`src/rtl/table_rd_ctrl.sv`:
```
// table_rd_ctrl: credit-based read front end for table_top with a 2-deep response buffer.
// Define TABLE_RD_SCAN_EN to build in the full-table scan engine.
module table_rd_ctrl #(
  parameter int  TABLE_SIZE  = 32,
  parameter int  DATA_WIDTH  = 8,
  parameter int  OUTPUT_RATE = 2,
  localparam int IW          = $clog2(TABLE_SIZE)
) (
  input  logic                            clk,
  input  logic                            rst,
  input  logic                            req_valid,
  output logic                            req_ready,
  input  logic [OUTPUT_RATE*IW-1:0]       req_index,
  output logic                            rsp_valid,
  input  logic                            rsp_ready,
  output logic [OUTPUT_RATE*DATA_WIDTH-1:0] rsp_data,
  output logic [OUTPUT_RATE-1:0]          rsp_mask,
  output logic                            rsp_last,
  input  logic                            scan_start,
  output logic                            scan_busy,
  output logic                            rd_en,
  output logic [OUTPUT_RATE*IW-1:0]       index_rd,
  input  logic [OUTPUT_RATE*DATA_WIDTH-1:0] data_rd
);
  localparam int DW = OUTPUT_RATE * DATA_WIDTH;

  logic [DW-1:0] buf_data [2];
  logic          wr_ptr;
  logic          rd_ptr;
  logic [1:0]    buf_count;
  logic          inflight;
  logic          pop;
  logic          credit;
  logic          issue;
  logic [2:0]    occ;

  assign rsp_valid = buf_count != 2'd0;
  assign rsp_data  = buf_data[rd_ptr];
  assign pop       = rsp_valid & rsp_ready;
  // slots already owed: buffered beats plus the read still in the table
  assign occ       = 3'(buf_count) + 3'(inflight) - 3'(pop);
  assign credit    = !rst && (occ < 3'd2);
  assign rd_en     = issue;

  always_ff @(posedge clk) begin
    if (rst) begin
      inflight    <= 1'b0;
      wr_ptr      <= 1'b0;
      rd_ptr      <= 1'b0;
      buf_count   <= 2'd0;
      buf_data[0] <= '0;
      buf_data[1] <= '0;
    end else begin
      inflight <= issue;
      if (inflight) begin
        buf_data[wr_ptr] <= data_rd;
        wr_ptr           <= !wr_ptr;
      end
      if (pop)
        rd_ptr <= !rd_ptr;
      buf_count <= buf_count + 2'(inflight) - 2'(pop);
    end
  end

`ifdef TABLE_RD_SCAN_EN
  localparam int BW = $clog2(TABLE_SIZE + OUTPUT_RATE) + 1;

  typedef enum logic [1:0] {IDLE, SCAN, DRAIN} state_t;

  state_t                    state;
  logic [BW-1:0]             base;
  logic [OUTPUT_RATE-1:0]    scan_mask;
  logic [OUTPUT_RATE*IW-1:0] scan_index;
  logic                      scan_fin;
  logic [OUTPUT_RATE-1:0]    iss_mask;
  logic                      iss_last;
  logic [OUTPUT_RATE-1:0]    fl_mask;
  logic                      fl_last;
  logic [OUTPUT_RATE-1:0]    buf_mask [2];
  logic [1:0]                buf_last;

  always_comb begin
    scan_mask  = '0;
    scan_index = '0;
    for (int j = 0; j < OUTPUT_RATE; j++) begin
      if (int'(base) + j < TABLE_SIZE) begin
        scan_mask[j]                 = 1'b1;
        scan_index[(j+1)*IW-1 -: IW] = IW'(int'(base) + j);
      end
    end
  end

  assign scan_fin  = int'(base) + OUTPUT_RATE >= TABLE_SIZE;
  assign req_ready = credit && (state == IDLE) && !scan_start;
  assign issue     = (state == SCAN) ? credit : (req_valid & req_ready);
  assign index_rd  = rst ? '0 : ((state == SCAN) ? scan_index : req_index);
  assign iss_mask  = (state == SCAN) ? scan_mask : '1;
  assign iss_last  = (state == SCAN) && scan_fin;
  assign rsp_mask  = buf_mask[rd_ptr];
  assign rsp_last  = buf_last[rd_ptr];

  always_ff @(posedge clk) begin
    if (rst) begin
      state     <= IDLE;
      base      <= '0;
      scan_busy <= 1'b0;
    end else begin
      unique case (state)
        IDLE: if (scan_start) begin
          state     <= SCAN;
          base      <= '0;
          scan_busy <= 1'b1;
        end
        SCAN: if (issue) begin
          base <= base + BW'(OUTPUT_RATE);
          if (scan_fin)
            state <= DRAIN;
        end
        DRAIN: if (pop && rsp_last) begin
          state     <= IDLE;
          scan_busy <= 1'b0;
        end
        default: state <= IDLE;
      endcase
    end
  end

  // tag rides one cycle behind the issue, alongside the table's read latency
  always_ff @(posedge clk) begin
    if (rst) begin
      fl_mask     <= '0;
      fl_last     <= 1'b0;
      buf_mask[0] <= '0;
      buf_mask[1] <= '0;
      buf_last    <= 2'b00;
    end else begin
      if (issue) begin
        fl_mask <= iss_mask;
        fl_last <= iss_last;
      end
      if (inflight) begin
        buf_mask[wr_ptr] <= fl_mask;
        buf_last[wr_ptr] <= fl_last;
      end
    end
  end
`else
  logic unused_scan_start;

  assign unused_scan_start = scan_start;
  assign req_ready         = credit;
  assign issue             = req_valid & req_ready;
  assign index_rd          = rst ? '0 : req_index;
  assign rsp_mask          = '1;
  assign rsp_last          = 1'b0;
  assign scan_busy         = 1'b0;
`endif

endmodule

```
`config.mk`:
```
export PLATFORM = sky130hd
export DESIGN_NAME = table_rd_ctrl
export DESIGN_NICKNAME = d
export VERILOG_FILES = /design/src/rtl/table_rd_ctrl.sv
export SDC_FILE = /design/constraint.sdc
export NUM_CORES = 1
export LEC_CHECK = 0
export ABC_AREA = 1
export CELL_PAD_IN_SITES_DETAIL_PLACEMENT = 0
export CELL_PAD_IN_SITES_GLOBAL_PLACEMENT = 1
export CORE_MARGIN = 8
export CORE_UTILIZATION = 42
export CTS_CLUSTER_SIZE = 24
export DETAILED_ROUTE_END_ITERATION = 10
export DONT_BUFFER_PORTS = 1
export PLACE_DENSITY_LB_ADDON = 0.08
export SLEW_MARGIN = 20
export SYNTH_ARGS = -nofsm -noshare
export SYNTH_HDL_FRONTEND = slang
export SYNTH_SLANG_ARGS = --single-unit
```
`constraint.sdc`:
```
create_clock -name clk -period 1.9 [get_ports clk]
set_input_delay 0.38 -clock clk [delete_from_list [all_inputs] [get_ports clk]]
set_output_delay 0.38 -clock clk [all_outputs]
set_load 0.02 [all_outputs]
```
# Word level (Yosys, flattened, before mapping)
# Memory sizes are Yosys's and may differ from the RTL's. A register that Yosys moved wholly into a read port is not among the register bits.
# Index checks and enable logic that the tools add are counted.
# word_totals
ff_bits,5
memories,1
ram_bits,32
output_inout_bits,33
# memory_table
name,words,width,read_ports,rd_ports_with_merged_regs,wr,line_no,source
buf_data,2,16,1,1,2,27,logic [DW-1:0] buf_data [2];
# classes
n_bitwise,2
reduce_logical,6
add_sub_neg,4
mux,11
n_lt_le_gt_ge,1
# op_table
op,count
two-way mux 16 bit,1
OR reduction 16 bit,1
two-way mux 10 bit,1
two-way mux 1 bit,9
adder 2 x 1 -> 3 bit,1
logical NOT 1 bit,3
"< comparator 3 x 2 -> 1 bit, second input constant",1
subtractor 3 x 1 -> 3 bit,1
adder 2 x 1 -> 2 bit,1
bitwise AND 1 bit,2
nonzero test 2 bit,1
subtractor 2 x 1 -> 2 bit,1
logical AND 1 bit,1

# Logic depth before layout (Yosys ltp)
# logic_depth
word_depth,6
mapped_depth,10
mapped_depth_nobuf,10

# Least setup slack after synthesis
# OpenSTA, ideal clock, no wires.
# synth_timing
kind,input-to-output
from,input rsp_ready
to,output rd_en
slack_ns,-0.333
arrival_time_ns,1.853
cell_stages,9
path_cell_list,inv_1 nor2_1 ha_1 inv_1 ha_1 fa_1 inv_1 nand4_1 nor2_1
# synth_via
elab_chain_len,5
# synth_rtl
element,line_no,source
start: declaration,15,"input logic rsp_ready,"
bitwise AND 1 bit,39,assign pop = rsp_valid & rsp_ready;
named net pop,32,logic pop;
subtractor 3 x 1 -> 3 bit,41,assign occ = 3'(buf_count) + 3'(inflight) - 3'(pop);
named net occ[1],35,logic [2:0] occ;
< comparator 3 x 2 -> 1 bit,42,assign credit = !rst && (occ < 3'd2);
logical AND 1 bit,42,
bitwise AND 1 bit,152,assign issue = req_valid & req_ready;
end: declaration,21,"output logic rd_en,"
# The timed path passes the listed nets, and every way through them passes these cells.

# Final worst setup path
# layout_timing
from,register buf_count[1]
to,output rd_en
# layout_via
elab_chain_len,6
# layout_rtl
element,line_no,source
start: declaration,30,logic [1:0] buf_count;
start signal: assignment,61,buf_count <= buf_count + 2'(inflight) - 2'(pop);
nonzero test 2 bit,37,assign rsp_valid = buf_count != 2'd0;
bitwise AND 1 bit,39,
named net pop,32,
subtractor 3 x 1 -> 3 bit,41,
named net occ[1],35,
< comparator 3 x 2 -> 1 bit,42,
logical AND 1 bit,42,
bitwise AND 1 bit,152,
# The timed path passes the listed nets, and every way through them passes these cells.

==> flow_summary.yaml <==
final_layout:
  diodes: 0
  syn_to_final_growth_pct: 10.6
  drive_gt1_frac: 0.311
  nets: 217
  ff_latch_area_sq_um: 1080
  fillCellCount: 415
  multiInputGateArea_sq_um: 566
worst_setup_path:
  cp_max_fo: 3
  r2r_slack_ps: 10
  max_stage_delay_ps: 460
  crit_path_end_kind: "output port"
  crit_chain: "nor2_1 -> nor2_1 -> ha_1 -> inv_2 -> ha_4 -> fa_1 -> inv_2 -> nand4_1 -> nor2_4"
  slowest_stage: "fa_1"
  crit_buf_inv: 2
  start_kind: "flop"
  crit_arrival_ps: 2180
  cp_data_required_time_ps: 1520
  critical_path_class: "flop to output port"
  cp_top_family: "adder cells"
timing:
  maxSlewViolCount: 0
  fmax_mhz: 390
  period_minus_slack_ps: 2560
  setup_viol: 2
  grt_setup_unrepaired: "true"
  final-hold-violation-count: 0
  fin_setup_tns_ps: -1270
  fin_skew_ps: 5.90
  setup_ws_ps: -664
  whs_ps: 159
  layout_worst_path_cycle_share: 1.35
logic_synthesis:
  async_flop_share: 0
  synth_common_cells: "nor2_1 (43), inv_1 (36), edfxtp_1 (32)"
  synth_edf_count: 32
  synth.most_common_cell: "nor2_1"
  synth_ff_type: "edfxtp_1"
  ys_seq_elements: 38
  seq_area_frac_synth: 0.588
  synth.area.top_cells: "edfxtp_1 (52%), mux2_2 (9.2%), nor2_1 (8.8%)"
  syn_area_sq_um: 1840
  synth_top_area_cell: "edfxtp_1"
  synthCells: 170
  synth_cell_types: 20
  ys.warnings.count: 0
  postSynthAreaPerCell_sq_um: 10.8
  synth_top_area_share: 0.523
detailed_routing:
  via_per_inst: 4.74
  wirelength_microns: 3500
  route.antenna.remaining_nets: 0
  dr.first_iter.drc_count: 69
  wl_per_cell_microns: 14.9
  firstDrtPassIters: 6
  post-route-drc-count: 0
  num_vias: 1115
status:
  status: "finished with violations"
  failed_checks: "setup timing"
clock_tree:
  cts_buffer_depth: 2
  cts_buffers: 5
  root_buffer: "clkbuf_8"
  htreeDepth: 2
  clkLatencyLatePin_ps: 280
  cts_num_sinks: 38
  clk_pin_slew_worst_paths_ps: 60
  cts_tree: "done"
  cts-hold-fix-buffers: 0
grt:
  grt-ovfl-total: 0
  grt_max_degree: 18
  grt.total_usage: 0.106
  antenna_found_initial: 0
  first_global_vias: 1258
  grt_pass1_wl_microns: 5510
placed_design:
  dp_hpwl_microns: 2600
  place_congestion: 0.761
  port_buffers: 0
pwr:
  power_density_nw_per_um2: 1240
  max-vdd-ir-drop_v: 0.000659
  leakagePower_nw: 0.929
hold_path:
  hp-class: "input pin to flop"
die:
  fp.dieH_microns: 82.2
  die_width_microns: 82.2
  start_util: 0.428
  io_pins: 64
  core-area_sq_um: 4290
  rows: 24
  dieArea_sq_um: 6750
flow_run:
  drv_cap: 0
what timing repair did:
item	in CTS	in global routing
buffers inserted	1	1
pin swaps	0	7
resized for setup	5	4
endpoints found under the setup margin	2	3
cell type report:
| class | instances | share of cell area |
|---|---|---|
| inverter | 38 | 0.0702 |
| tap | 52 | 0.0320 |
| sequential | 38 | 0.533 |
| clock buffer | 5 | 0.0338 |
| timing repair buffer | 13 | 0.0480 |
| multi-input combinational | 87 | 0.278 |
| clock inverter | 2 | 0.00492 |
metrics by stage:
stage	cell area [sq um]	cells	setup slack [ps]	power, mW	utilization
global placement	1920	226	-352	1.91	0.446
CTS	2010	234	-643	2.49	0.469
detailed placement	1920	226	-383	1.93	0.446
global route	2030	235	-811	2.68	0.473
finish	2030	235	-664	2.52	0.473
floorplan	1850	172	-265	1.77	-
registers in the layout, indices dropped and copies added, names as in the netlist, named ones only:
signal     flops
buf_data      32
buf_count      2
wr_ptr         1
inflight       1
rd_ptr         1
logic make-up (layout without fill, tap and decap cells):
logic type    Yosys count  after routing  synth area share
mux                    16             16             0.100
fa+ha+maj               3              3            0.0245
other cells             2              4           0.00409
flops                  38             38             0.588
buf+inv                47             58             0.120
simple gates           64             64             0.163
placed cells by master (no fill, tap or decap), types with 5 or more instances in the layout:
master	n
buf_4	13
clkbuf_8	5
edfxtp_1	32
inv_1	33
inv_2	5
mux2_2	15
nand2_1	7
nor2_1	41
nor2_2	8
final timing paths:
path,start,endpoint,depth (start not counted)
setup / recovery,buf_count[1],rd_en,9
setup reg to reg,buf_count[1],inflight,9
hold / removal,rst,buf_count[1],1
hold reg to reg,rd_ptr,flop,2
layer usage:
metal	vias to the layer above	share of wire	track usage
li1	537	-	-
met3	0	0.063	0.0357
met1	532	0.40	0.118
met4	0	0	0.0316
met5	-	0	0
met2	46	0.54	0.188
report_power, final:
group / switching (mW) / internal, mW
Sequential: 0.0506 / 1.05
Clock: 0.259 / 0.246
Combinational: 0.567 / 0.345
worst reg2reg max path, stage by stage, from the launching register on:
cell     delay, ps
dfxtp_2        320
nor2_1          90
nor2_1          70
ha_1           290
inv_2           50
ha_4           150
fa_1           460
inv_2           70
nand4_1        190
nor2_1         150
No activity file was read; power rests on OpenSTA's default activity.
